[src/rtl/sprite_regs_pkg.sv]
// ============================================================================
// Module      : sprite_regs_pkg
// Description : Shared definitions for the sprite register writer: writer FSM
//               state encoding, sprite register indices and the default
//               Avalon-MM address width.
// Revision    : 1.0 - initial release
// ============================================================================
`default_nettype none

package sprite_regs_pkg;

  // Default Avalon-MM address width for the sprite register block.
  localparam int AW_DEFAULT = 9;

  // Sprite register indices as seen on the Avalon-MM address bus.
  localparam int DINO_X     = 0;
  localparam int DINO_Y     = 1;
  localparam int CACTUS_X   = 2;
  localparam int CACTUS_Y   = 3;
  localparam int BIRD_X     = 4;
  localparam int BIRD_Y     = 5;
  localparam int METEOR_X   = 6;
  localparam int METEOR_Y   = 7;
  localparam int GODZILLA_X = 8;
  localparam int GODZILLA_Y = 9;

  // Writer FSM states.
  typedef enum logic [0:0] {
    ST_IDLE  = 1'b0,
    ST_WRITE = 1'b1
  } writer_state_t;

endpackage

`default_nettype wire

[src/rtl/sprite_req_fifo.sv]
// ============================================================================
// Module      : sprite_req_fifo
// Description : Synchronous request queue holding (address, data) pairs with
//               registered occupancy. Exposes both the head entry and the
//               entry behind it so the writer can chain transfers without a
//               bubble.
// Ports       : clk, reset        - clock, async active-high reset
//               push, push_addr,
//               push_data         - enqueue request (ignored when full)
//               pop               - dequeue head (ignored when empty)
//               head_addr/data    - oldest entry
//               next_addr/data    - entry after the head
//               full, empty       - flags from registered occupancy
//               count             - current occupancy
// Revision    : 1.0 - initial release
// ============================================================================
`default_nettype none

module sprite_req_fifo
  import sprite_regs_pkg::*;
#(
  parameter int DEPTH = 4,
  parameter int AW    = AW_DEFAULT
) (
  input  logic                     clk,
  input  logic                     reset,
  input  logic                     push,
  input  logic [AW-1:0]            push_addr,
  input  logic [31:0]              push_data,
  input  logic                     pop,
  output logic [AW-1:0]            head_addr,
  output logic [31:0]              head_data,
  output logic [AW-1:0]            next_addr,
  output logic [31:0]              next_data,
  output logic                     full,
  output logic                     empty,
  output logic [$clog2(DEPTH):0]   count
);

  localparam int c_PTR_W = $clog2(DEPTH);
  localparam logic [c_PTR_W:0] c_DEPTH_CNT = (c_PTR_W + 1)'(DEPTH);

  logic [AW-1:0]    r_mem_addr [DEPTH];
  logic [31:0]      r_mem_data [DEPTH];
  logic [c_PTR_W-1:0] r_wr_ptr;
  logic [c_PTR_W-1:0] r_rd_ptr;
  logic [c_PTR_W:0]   r_count;

  logic               w_push_en;
  logic               w_pop_en;
  logic [c_PTR_W-1:0] w_rd_next;

  // Flags come from the registered count only, so a push while full is
  // refused even if a pop happens on the same edge.
  assign full      = (r_count == c_DEPTH_CNT);
  assign empty     = (r_count == '0);
  assign count     = r_count;
  assign w_push_en = push && !full;
  assign w_pop_en  = pop && !empty;

  // Pointers are c_PTR_W bits wide, so the increment wraps modulo DEPTH.
  assign w_rd_next = r_rd_ptr + 1'b1;

  assign head_addr = r_mem_addr[r_rd_ptr];
  assign head_data = r_mem_data[r_rd_ptr];
  assign next_addr = r_mem_addr[w_rd_next];
  assign next_data = r_mem_data[w_rd_next];

  always_ff @(posedge clk or posedge reset) begin
    if (reset) begin
      r_wr_ptr <= '0;
      r_rd_ptr <= '0;
      r_count  <= '0;
    end else begin
      if (w_push_en) r_wr_ptr <= r_wr_ptr + 1'b1;
      if (w_pop_en)  r_rd_ptr <= w_rd_next;
      case ({w_push_en, w_pop_en})
        2'b10:   r_count <= r_count + 1'b1;
        2'b01:   r_count <= r_count - 1'b1;
        default: r_count <= r_count;
      endcase
    end
  end

  // Storage needs no reset: entries are only read while counted as valid.
  always_ff @(posedge clk) begin
    if (w_push_en) begin
      r_mem_addr[r_wr_ptr] <= push_addr;
      r_mem_data[r_wr_ptr] <= push_data;
    end
  end

endmodule

`default_nettype wire

[src/rtl/sprite_avmm_writer.sv]
// ============================================================================
// Module      : sprite_avmm_writer
// Description : Queues sprite register-write requests and issues them as
//               Avalon-MM master writes, one per cycle at zero wait states.
//               Optional macro VBLANK_SYNC_EN: new transfers only start while
//               vblank is high; a stalled write still finishes.
// Ports       : clk, reset                 - clock, async active-high reset
//               req_valid/ready/addr/data  - request push interface
//               vblank                     - vertical blanking indicator
//               avm_*                      - Avalon-MM master write port
//               wr_count                   - completed writes (wrapping)
//               busy                       - queue non-empty or writing
// Revision    : 1.0 - initial release
// ============================================================================
`default_nettype none

module sprite_avmm_writer
  import sprite_regs_pkg::*;
#(
  parameter int DEPTH = 4,
  parameter int AW    = AW_DEFAULT
) (
  input  logic          clk,
  input  logic          reset,
  input  logic          req_valid,
  output logic          req_ready,
  input  logic [AW-1:0] req_addr,
  input  logic [31:0]   req_data,
  input  logic          vblank,
  output logic [AW-1:0] avm_address,
  output logic [31:0]   avm_writedata,
  output logic          avm_write,
  output logic          avm_chipselect,
  input  logic          avm_waitrequest,
  output logic [15:0]   wr_count,
  output logic          busy
);

  localparam int c_CNT_W = $clog2(DEPTH) + 1;

  writer_state_t r_state, w_state_nxt;
  logic [AW-1:0] r_avm_address, w_addr_nxt;
  logic [31:0]   r_avm_writedata, w_data_nxt;
  logic [15:0]   r_wr_count;

  logic               w_pop;
  logic               w_gate;
  logic               w_full;
  logic               w_empty;
  logic [c_CNT_W-1:0] w_count;
  logic [AW-1:0]      w_head_addr, w_next_addr;
  logic [31:0]        w_head_data, w_next_data;
  logic               w_more;

`ifdef VBLANK_SYNC_EN
  assign w_gate = vblank;
`else
  logic w_unused_vblank;
  assign w_unused_vblank = vblank;
  assign w_gate          = 1'b1;
`endif

  sprite_req_fifo #(
    .DEPTH (DEPTH),
    .AW    (AW)
  ) u_fifo (
    .clk       (clk),
    .reset     (reset),
    .push      (req_valid),
    .push_addr (req_addr),
    .push_data (req_data),
    .pop       (w_pop),
    .head_addr (w_head_addr),
    .head_data (w_head_data),
    .next_addr (w_next_addr),
    .next_data (w_next_data),
    .full      (w_full),
    .empty     (w_empty),
    .count     (w_count)
  );

  // The entry being written stays at the FIFO head until it completes, so
  // a chained transfer needs a second entry behind it.
  assign w_more = (w_count > c_CNT_W'(1));

  always_ff @(posedge clk or posedge reset) begin
    if (reset) begin
      r_state         <= ST_IDLE;
      r_avm_address   <= '0;
      r_avm_writedata <= '0;
      r_wr_count      <= '0;
    end else begin
      r_state         <= w_state_nxt;
      r_avm_address   <= w_addr_nxt;
      r_avm_writedata <= w_data_nxt;
      if (w_pop) r_wr_count <= r_wr_count + 16'd1;
    end
  end

  always_comb begin
    w_state_nxt = r_state;
    w_addr_nxt  = r_avm_address;
    w_data_nxt  = r_avm_writedata;
    w_pop       = 1'b0;
    case (r_state)
      ST_IDLE: begin
        if (!w_empty && w_gate) begin
          w_state_nxt = ST_WRITE;
          w_addr_nxt  = w_head_addr;
          w_data_nxt  = w_head_data;
        end
      end
      ST_WRITE: begin
        // While stalled everything holds; on completion either chain the
        // next entry or fall back to IDLE.
        if (!avm_waitrequest) begin
          w_pop = 1'b1;
          if (w_more && w_gate) begin
            w_addr_nxt = w_next_addr;
            w_data_nxt = w_next_data;
          end else begin
            w_state_nxt = ST_IDLE;
          end
        end
      end
      default: w_state_nxt = ST_IDLE;
    endcase
  end

  // Strobes decode straight from the state register so reset drops them
  // without waiting for a clock edge.
  assign avm_write      = (r_state == ST_WRITE);
  assign avm_chipselect = (r_state == ST_WRITE);
  assign avm_address    = r_avm_address;
  assign avm_writedata  = r_avm_writedata;
  assign wr_count       = r_wr_count;
  assign req_ready      = !w_full;
  assign busy           = !w_empty || (r_state == ST_WRITE);

endmodule

`default_nettype wire

[config.mk]
export PLATFORM = sky130hd
export DESIGN_NAME = sprite_avmm_writer
export DESIGN_NICKNAME = d
export VERILOG_FILES = /design/src/rtl/sprite_regs_pkg.sv /design/src/rtl/sprite_req_fifo.sv /design/src/rtl/sprite_avmm_writer.sv
export SDC_FILE = /design/constraint.sdc
export NUM_CORES = 1
export LEC_CHECK = 0
export CAP_MARGIN = 20
export CORE_MARGIN = 1
export CORE_UTILIZATION = 60
export CTS_BUF_LIST = sky130_fd_sc_hd__clkbuf_2 sky130_fd_sc_hd__clkbuf_4 sky130_fd_sc_hd__clkbuf_8
export DETAILED_ROUTE_END_ITERATION = 8
export GPL_ROUTABILITY_DRIVEN = 0
export PLACE_DENSITY = 0.95
export SLEW_MARGIN = 20
export SYNTH_ARGS = -nofsm -noshare
export SYNTH_HDL_FRONTEND = slang
export SYNTH_SLANG_ARGS = --single-unit
[constraint.sdc]
create_clock -name clk -period 6.85 [get_ports clk]
set_input_delay 0.685 -clock clk [delete_from_list [all_inputs] [get_ports clk]]
set_output_delay 0.685 -clock clk [all_outputs]
set_load 0.01 [all_outputs]
## Word level (Yosys, flattened, before mapping)

Memory sizes are Yosys's and may differ from the RTL's.
Index checks and enable logic that the tools add are counted.

- Register bits after elaboration: 65
- Bits in latches: 0
- Memories kept: 2
- RAM bits: 164
- Input port bits: 46
- Bits in read-only memories: 0

- Bitwise logic cells: 1
- Multiplexer cells: 17
- $add $sub $neg: 5
- Eq/ne operators: 6
- Shift-type cells: 0
- Multipliers: 0
- $lt $le $gt $ge: 1
- Reduce and logical (&&, ||, !) cells: 8
- Divide/modulo/power cells: 0

Memory list:

| memory | words | bits a word | rd ports | clocked after Yosys merged registers in | write ports | line | text |
|---|---|---|---|---|---|---|---|
| u_fifo.r_mem_data | 4 | 32 | 2 | 0 | 1 | sprite_req_fifo.sv:44 | `logic [31:0] r_mem_data [DEPTH];` |
| u_fifo.r_mem_addr | 4 | 9 | 2 | 0 | 1 | sprite_req_fifo.sv:43 | `logic [AW-1:0] r_mem_addr [DEPTH];` |

Operators with widths:

| kind | count |
|---|---|
| 32-bit 2-to-1 mux | 3 |
| 32-bit one-hot mux with 2 select lines | 1 |
| 9-bit 2-to-1 mux | 3 |
| 9-bit one-hot mux with 2 select lines | 1 |
| 16-bit by 1-bit adder with 16-bit output, second input constant | 1 |
| 1-bit 2-to-1 mux | 7 |
| 3-bit one-hot mux with 2 select lines | 1 |
| 2-bit by 1-bit adder with 2-bit output, second input constant | 2 |
| 2-bit inequality test, second input constant | 2 |
| 3-bit by 1-bit adder with 3-bit output, second input constant | 1 |
| 3-bit == test, second input constant | 1 |
| 3-bit by 1-bit greater-than comparator with 1-bit output, second input constant | 1 |
| 3-bit logical NOT | 1 |
| 3-bit AND reduction | 1 |
| 3-bit by 1-bit subtractor with 3-bit output, second input constant | 1 |
| 2-bit by 1-bit == test with 1-bit output, second input constant | 1 |
| 2-bit == test, second input constant | 1 |
| 1-bit logical AND | 2 |
| 1-bit logical NOT | 2 |
| 2-bit by 1-bit inequality test with 1-bit output, second input constant | 1 |
| 1-bit one-hot mux with 2 select lines | 1 |
| 2-bit nonzero test | 1 |
| 1-bit logical OR | 1 |
| 1-bit inverter | 1 |

## Depth between registers and ports, before layout

- Word-level depth: 5
- Depth in mapped cells: 9
- Gate-level depth less buffers: 9

## Hierarchy

From an unflattened synthesis, not the netlist that was laid out.

- Cells, all modules: 548
- Area total of the unflattened synthesis: 10,028.4 um2

By module, submodules not included:

| module | instances | seq. area each (um2) | area an instance (um2) | cells an instance |
|---|---|---|---|---|
| sprite_req_fifo | 1 | 5,099.9 | 7,354.6 | 302 |
| sprite_avmm_writer | 1 | 1,451.4 | 2,673.8 | 246 |

## Least setup slack after synthesis

No wires, ideal clock.

- Path type: reg2reg
- Start point: reg u_fifo.r_count[0], in the netlist u_fifo.count[0]
- End point: mem u_fifo.r_mem_addr[0][0] in the netlist's numbering (enable)
- Slack: 4,551 ps
- Arrival time: 1,897 ps
- Library setup time: 403 ps
- Stages on the path, launching flop included: 5
- Path through: dfrtp_1 > inv_1 > ha_1 > nand2_1 > and3_1

- Longest elaborated chain between the ends: 5

RTL lines:

| element | line | text |
|---|---|---|
| from (decl) | sprite_req_fifo.sv:47 | `logic [c_PTR_W:0] r_count;` |
| from (signal assigned) | sprite_req_fifo.sv:78 | `2'b10: r_count <= r_count + 1'b1;` |
| from (signal assigned) | sprite_req_fifo.sv:79 | `2'b01: r_count <= r_count - 1'b1;` |
| from (signal assigned) | sprite_req_fifo.sv:80 | `default: r_count <= r_count;` |
| 3-bit == test | sprite_req_fifo.sv:55 | `assign full = (r_count == c_DEPTH_CNT);` |
| 1-bit logical NOT | -- |  |
| via req_ready | sprite_avmm_writer.sv:26 | `output logic req_ready,` |
| 1-bit logical AND | sprite_req_fifo.sv:58 | `assign w_push_en = push && !full;` |
| 1-bit 2-to-1 mux | sprite_req_fifo.sv:87 | `if (w_push_en) begin` |
| 1-bit 2-to-1 mux (implied by the code) | sprite_req_fifo.sv:88 | `r_mem_addr[r_wr_ptr] <= push_addr;` |
| to (decl) | sprite_req_fifo.sv:43 |  |

The timed path passes the listed nets, and every way through them passes these cells.

## Final worst setup path

- Start point: reg u_fifo.r_rd_ptr[0]
- End point: reg r_avm_writedata[29], in the netlist avm_writedata[29]

- Longest elaborated chain between the ends: 5
- Elaborated cells between the ends (all ways): 6
- Classes of those cells: add/sub (1); mux (4); memory (1)

RTL lines:

| element | line | text |
|---|---|---|
| from (decl) | sprite_req_fifo.sv:46 | `logic [c_PTR_W-1:0] r_rd_ptr;` |
| from (signal assigned) | sprite_req_fifo.sv:76 | `if (w_pop_en) r_rd_ptr <= w_rd_next;` |
| 2-bit by 1-bit adder with 2-bit output | sprite_req_fifo.sv:62 | `assign w_rd_next = r_rd_ptr + 1'b1;` |
| memory 4 x 32 bit (*) | -- |  |
| 32-bit 2-to-1 mux | sprite_avmm_writer.sv:118 | `if (w_more && w_gate) begin` |
| 32-bit 2-to-1 mux | sprite_avmm_writer.sv:116 | `if (!avm_waitrequest) begin` |
| 32-bit one-hot mux with 2 select lines (*) | sprite_avmm_writer.sv:105 | `case (r_state)` |
| to (signal assigned) | sprite_avmm_writer.sv:95 | `r_avm_writedata <= w_data_nxt;` |
| to (decl) | sprite_avmm_writer.sv:43 | `logic [31:0] r_avm_writedata, w_data_nxt;` |

Mark *: on every way between the ends. The rest lies on a longest branch, timed or not. The select of a mux whose other input is x is not followed.
A chain may end at the register's enable or synchronous reset.

==> flow_summary.yaml <==
run_status:
  status: "completed"
floorplan:
  io_pins: 107
  core_um2: 16470
  rows: 47
  start_util_pct: 61.23
  die_x_um: 131.6
  die_h_um: 131.6
  die_area_um2: 17330
yosys:
  ys_warn_count: 0
  synth_mux_area_share_pct: 27.60
  synth_top_family_by_area: "multiplexers"
  synth_fa_ha_area_share_pct: 1.241
  synth.distinct_cells: 29
  synth_compound_area_share_pct: 0.3599
  syn_inst: 506
  synthXorXnorAreaFrac_pct: 1.824
  synth_area_um2: 10080
  synth-seq-area-share_pct: 64.98
  synth_top_area_share_pct: 48.85
  ys_ff_latch: 229
  synthTopCellsByArea: "edfxtp_1 49%, mux4_2 18%, dfrtp_1 16%, mux2_2 9.2%, xnor2_1 1.6%"
  synthSimpleGateAreaFrac_pct: 2.060
  avgSynthCellArea_um2: 19.93
  yosys.area.top_type: "edfxtp_1"
  synth_fp_nets: 562
timing:
  final_max_slew_viol_count: 0
  setup_viol: 0
  skew_ps: 10.95
  hold_viol: 0
  max_freq_mhz: 333.7
  fin_crit_ps: 2997
  rsz0062_at_grt: "no"
  fin_crit_sh_pct: 43.75
  worst_pin_slew_ps: 923.3
  tns_ps: 0
  maxSlewHeadroom_pct: 38.45
placed_design:
  placed_cell_area_um2: 11290
  portBuffers: 105
  hpwlAfterDp_um: 10690
  dp_cells: 805
clock_tree:
  cts.sinks: 229
  postCtsSetupBuffers: 0
  htree_num_levels: 2
  clk_pin_slew_ps: 60
  cts_tree: "yes"
  cts_buffers: 37
  cts_root_buffer: "clkbuf_8"
  postCtsHoldBufs: 0
  clk_path_buf_depth: 3
  post_cts_resized: 0
  clock_latency_ps: 520
detailed_routing:
  via_per_inst: 5.977
  num_vias: 5212
  route.detailed.drc: 0
  ant_nets: 0
  wl_um: 18400
  wl_per_cell_um: 21.10
  drt_iter0_drc: 259
  drtPass1Iterations: 4
worst_setup_path:
  arrival_ps: 3400
  r2r_start: "u_fifo.r_rd_ptr[0]$_DFFE_PP0P_"
  max_stage_delay_ps: 860
  cp_cell_sequence: "buf_4, mux4_2, mux2_2, mux2_2"
  rrSetupSlack_ps: 3850
  worst-endpoint-required_ps: 7250
  worst-setup-path-type: "flop to flop"
  crit_path_start: "u_fifo.r_rd_ptr[0]$_DFFE_PP0P_"
  r2r-end: "avm_writedata[29]$_DFFE_PP0P_"
  worst_setup_path_start_kind: "flop"
  cp-end-kind: "flop"
  cpMostUsedCell: "mux2_2"
  cp_max_fo: 48
  reg2regPathDepth: 4
  slowest_stage: "dfrtp_4"
global_routing:
  grt_pass1_wl_um: 29840
  antenna_found_initial: 0
  grt_pass1_vias: 5774
  grt_max_degree: 84
  track_usage_pct: 22.55
  overflow: 0
finish:
  design_area_um2: 12070
  synthToLayoutAreaGrowth_pct: 19.71
  final_util_pct: 73.30
  final_nets: 681
  final_cells: 872
  drive_above_1_share_pct: 36.66
  antenna_cells: 0
hold_path:
  min_from: "wr_count[15]$_DFFE_PP0P_"
  hold_path_end: "wr_count[15]$_DFFE_PP0P_"
  holdCritPathClass: "flop to flop"
  hold_depth: 1
job:
  drv_cap: 0
pwr:
  max-vdd-ir-drop_v: 0.0002884
  p_per_area_nw_per_um2: 454.9
  p_leak_uw: 0.004234
Yosys cell counts (all sizes together):
cell and number:
nand3 5, buf 17, a21boi 1, inv 7, and2 2, mux4 82
edfxtp 164, and4b 1, xor2 3, mux2 82, nor2 5, nand2b 2
o21ai 2, mux2i 1, clkbuf 12, ha 10, and4 1, o22a 1
nor2b 3, o21ba 1, and3 5, nand2 12, xnor2 18, dfrtp 65
nand4 4
kinds of logic (layout without fill, tap and decap cells):
| family | count (synthesis) | in the layout |
|---|---|---|
| multiplexers | 165 | 165 |
| buffers and inverters | 36 | 182 |
| adder cells (fa/ha/maj) | 10 | 10 |
| AND/OR/NAND/NOR | 40 | 40 |
| XOR/XNOR | 21 | 21 |
| AO/OA/AOI/OAI | 5 | 5 |
| flip-flops | 229 | 229 |
layout make-up:
class / count / area (um^2)
sequential: 229 / 6560
timing repair buffer: 109 / 1094
multi-input combinational: 241 / 3364
fill: 958 / 4397
clock buffer: 56 / 701.9
tap: 220 / 275.3
inverter: 7 / 27.53
clock inverter: 10 / 46.29
how the worst max path moves through the flow:
stage,end,slack (ps),cells after the start
2_1_floorplan,avm_address[0]$_DFFE_PP0P_,4540,1
3_3_place_gp,avm_writedata[12]$_DFFE_PP0P_,3870,4
3_5_place_dp,avm_writedata[29]$_DFFE_PP0P_,3780,4
4_1_cts,avm_writedata[29]$_DFFE_PP0P_,3760,4
5_1_grt,avm_writedata[29]$_DFFE_PP0P_,3590,4
6_report,avm_writedata[29]$_DFFE_PP0P_,3850,4
power breakdown:
part           total (uW)  switching (uW)  internal [uW]
registers            2190             292           1890
clock network        1170             514            654
logic                2140             836           1300
critical path: cells and delay by family, from the launching register on:
kind                   cells  cell delay (ps)
multiplexers               3             1150
buffers and inverters      1              820
flip-flops                 1              860
layer usage:
| metal | part of all wire, % | vias to the layer above | routed length [um] | track usage, % |
|---|---|---|---|---|
| met5 | 0 | - | 0 | 0 |
| met4 | 1.5 | 0 | 282 | 7.946 |
| met3 | 5.3 | 24 | 976 | 4.938 |
| met2 | 54 | 163 | 10020 | 40.04 |
| met1 | 39 | 2739 | 7119 | 27.20 |
| li1 | - | 2286 | - | - |
per-stage QoR:
| step | hold WS, ps | setup slack, ps | total power, uW |
|---|---|---|---|
| finish | 471.0 | 3853 | 5490 |
| global route | 499.4 | 3592 | 5792 |
| CTS | 479.2 | 3757 | 5551 |
| detailed placement | 471.3 | 3778 | 4375 |
| global placement | 460.7 | 3868 | 4225 |
| floorplan | 483.6 | 4539 | 3711 |
state kept, by name, summed over array words and instances (netlist names):
signal / flops
u_fifo.r_mem_data: 128
u_fifo.r_mem_addr: 36
avm_writedata: 32
wr_count: 16
avm_address: 9
u_fifo.count: 3
u_fifo.r_rd_ptr: 2
u_fifo.r_wr_ptr: 2
avm_chipselect: 1
layout by cell type (no fill, tap or decap), types with 2 or more instances in the layout:
| cell type | instances |
|---|---|
| xnor2_1 | 18 |
| nor2_1 | 5 |
| clkinv_2 | 5 |
| nand3_1 | 5 |
| and2_1 | 2 |
| buf_4 | 3 |
| nand2_1 | 12 |
| mux4_2 | 81 |
| ha_1 | 10 |
| and3_4 | 4 |
| dfrtp_4 | 2 |
| mux2_2 | 82 |
| nor2b_1 | 3 |
| edfxtp_1 | 164 |
| clkbuf_4 | 11 |
| clkbuf_8 | 45 |
| o21ai_0 | 2 |
| clkdlybuf4s50_1 | 105 |
| xor2_1 | 3 |
| nand4_1 | 4 |
| nand2b_1 | 2 |
| dfrtp_1 | 62 |
| inv_1 | 6 |
| clkinv_1 | 5 |
(Power assumes the default switching activity.)
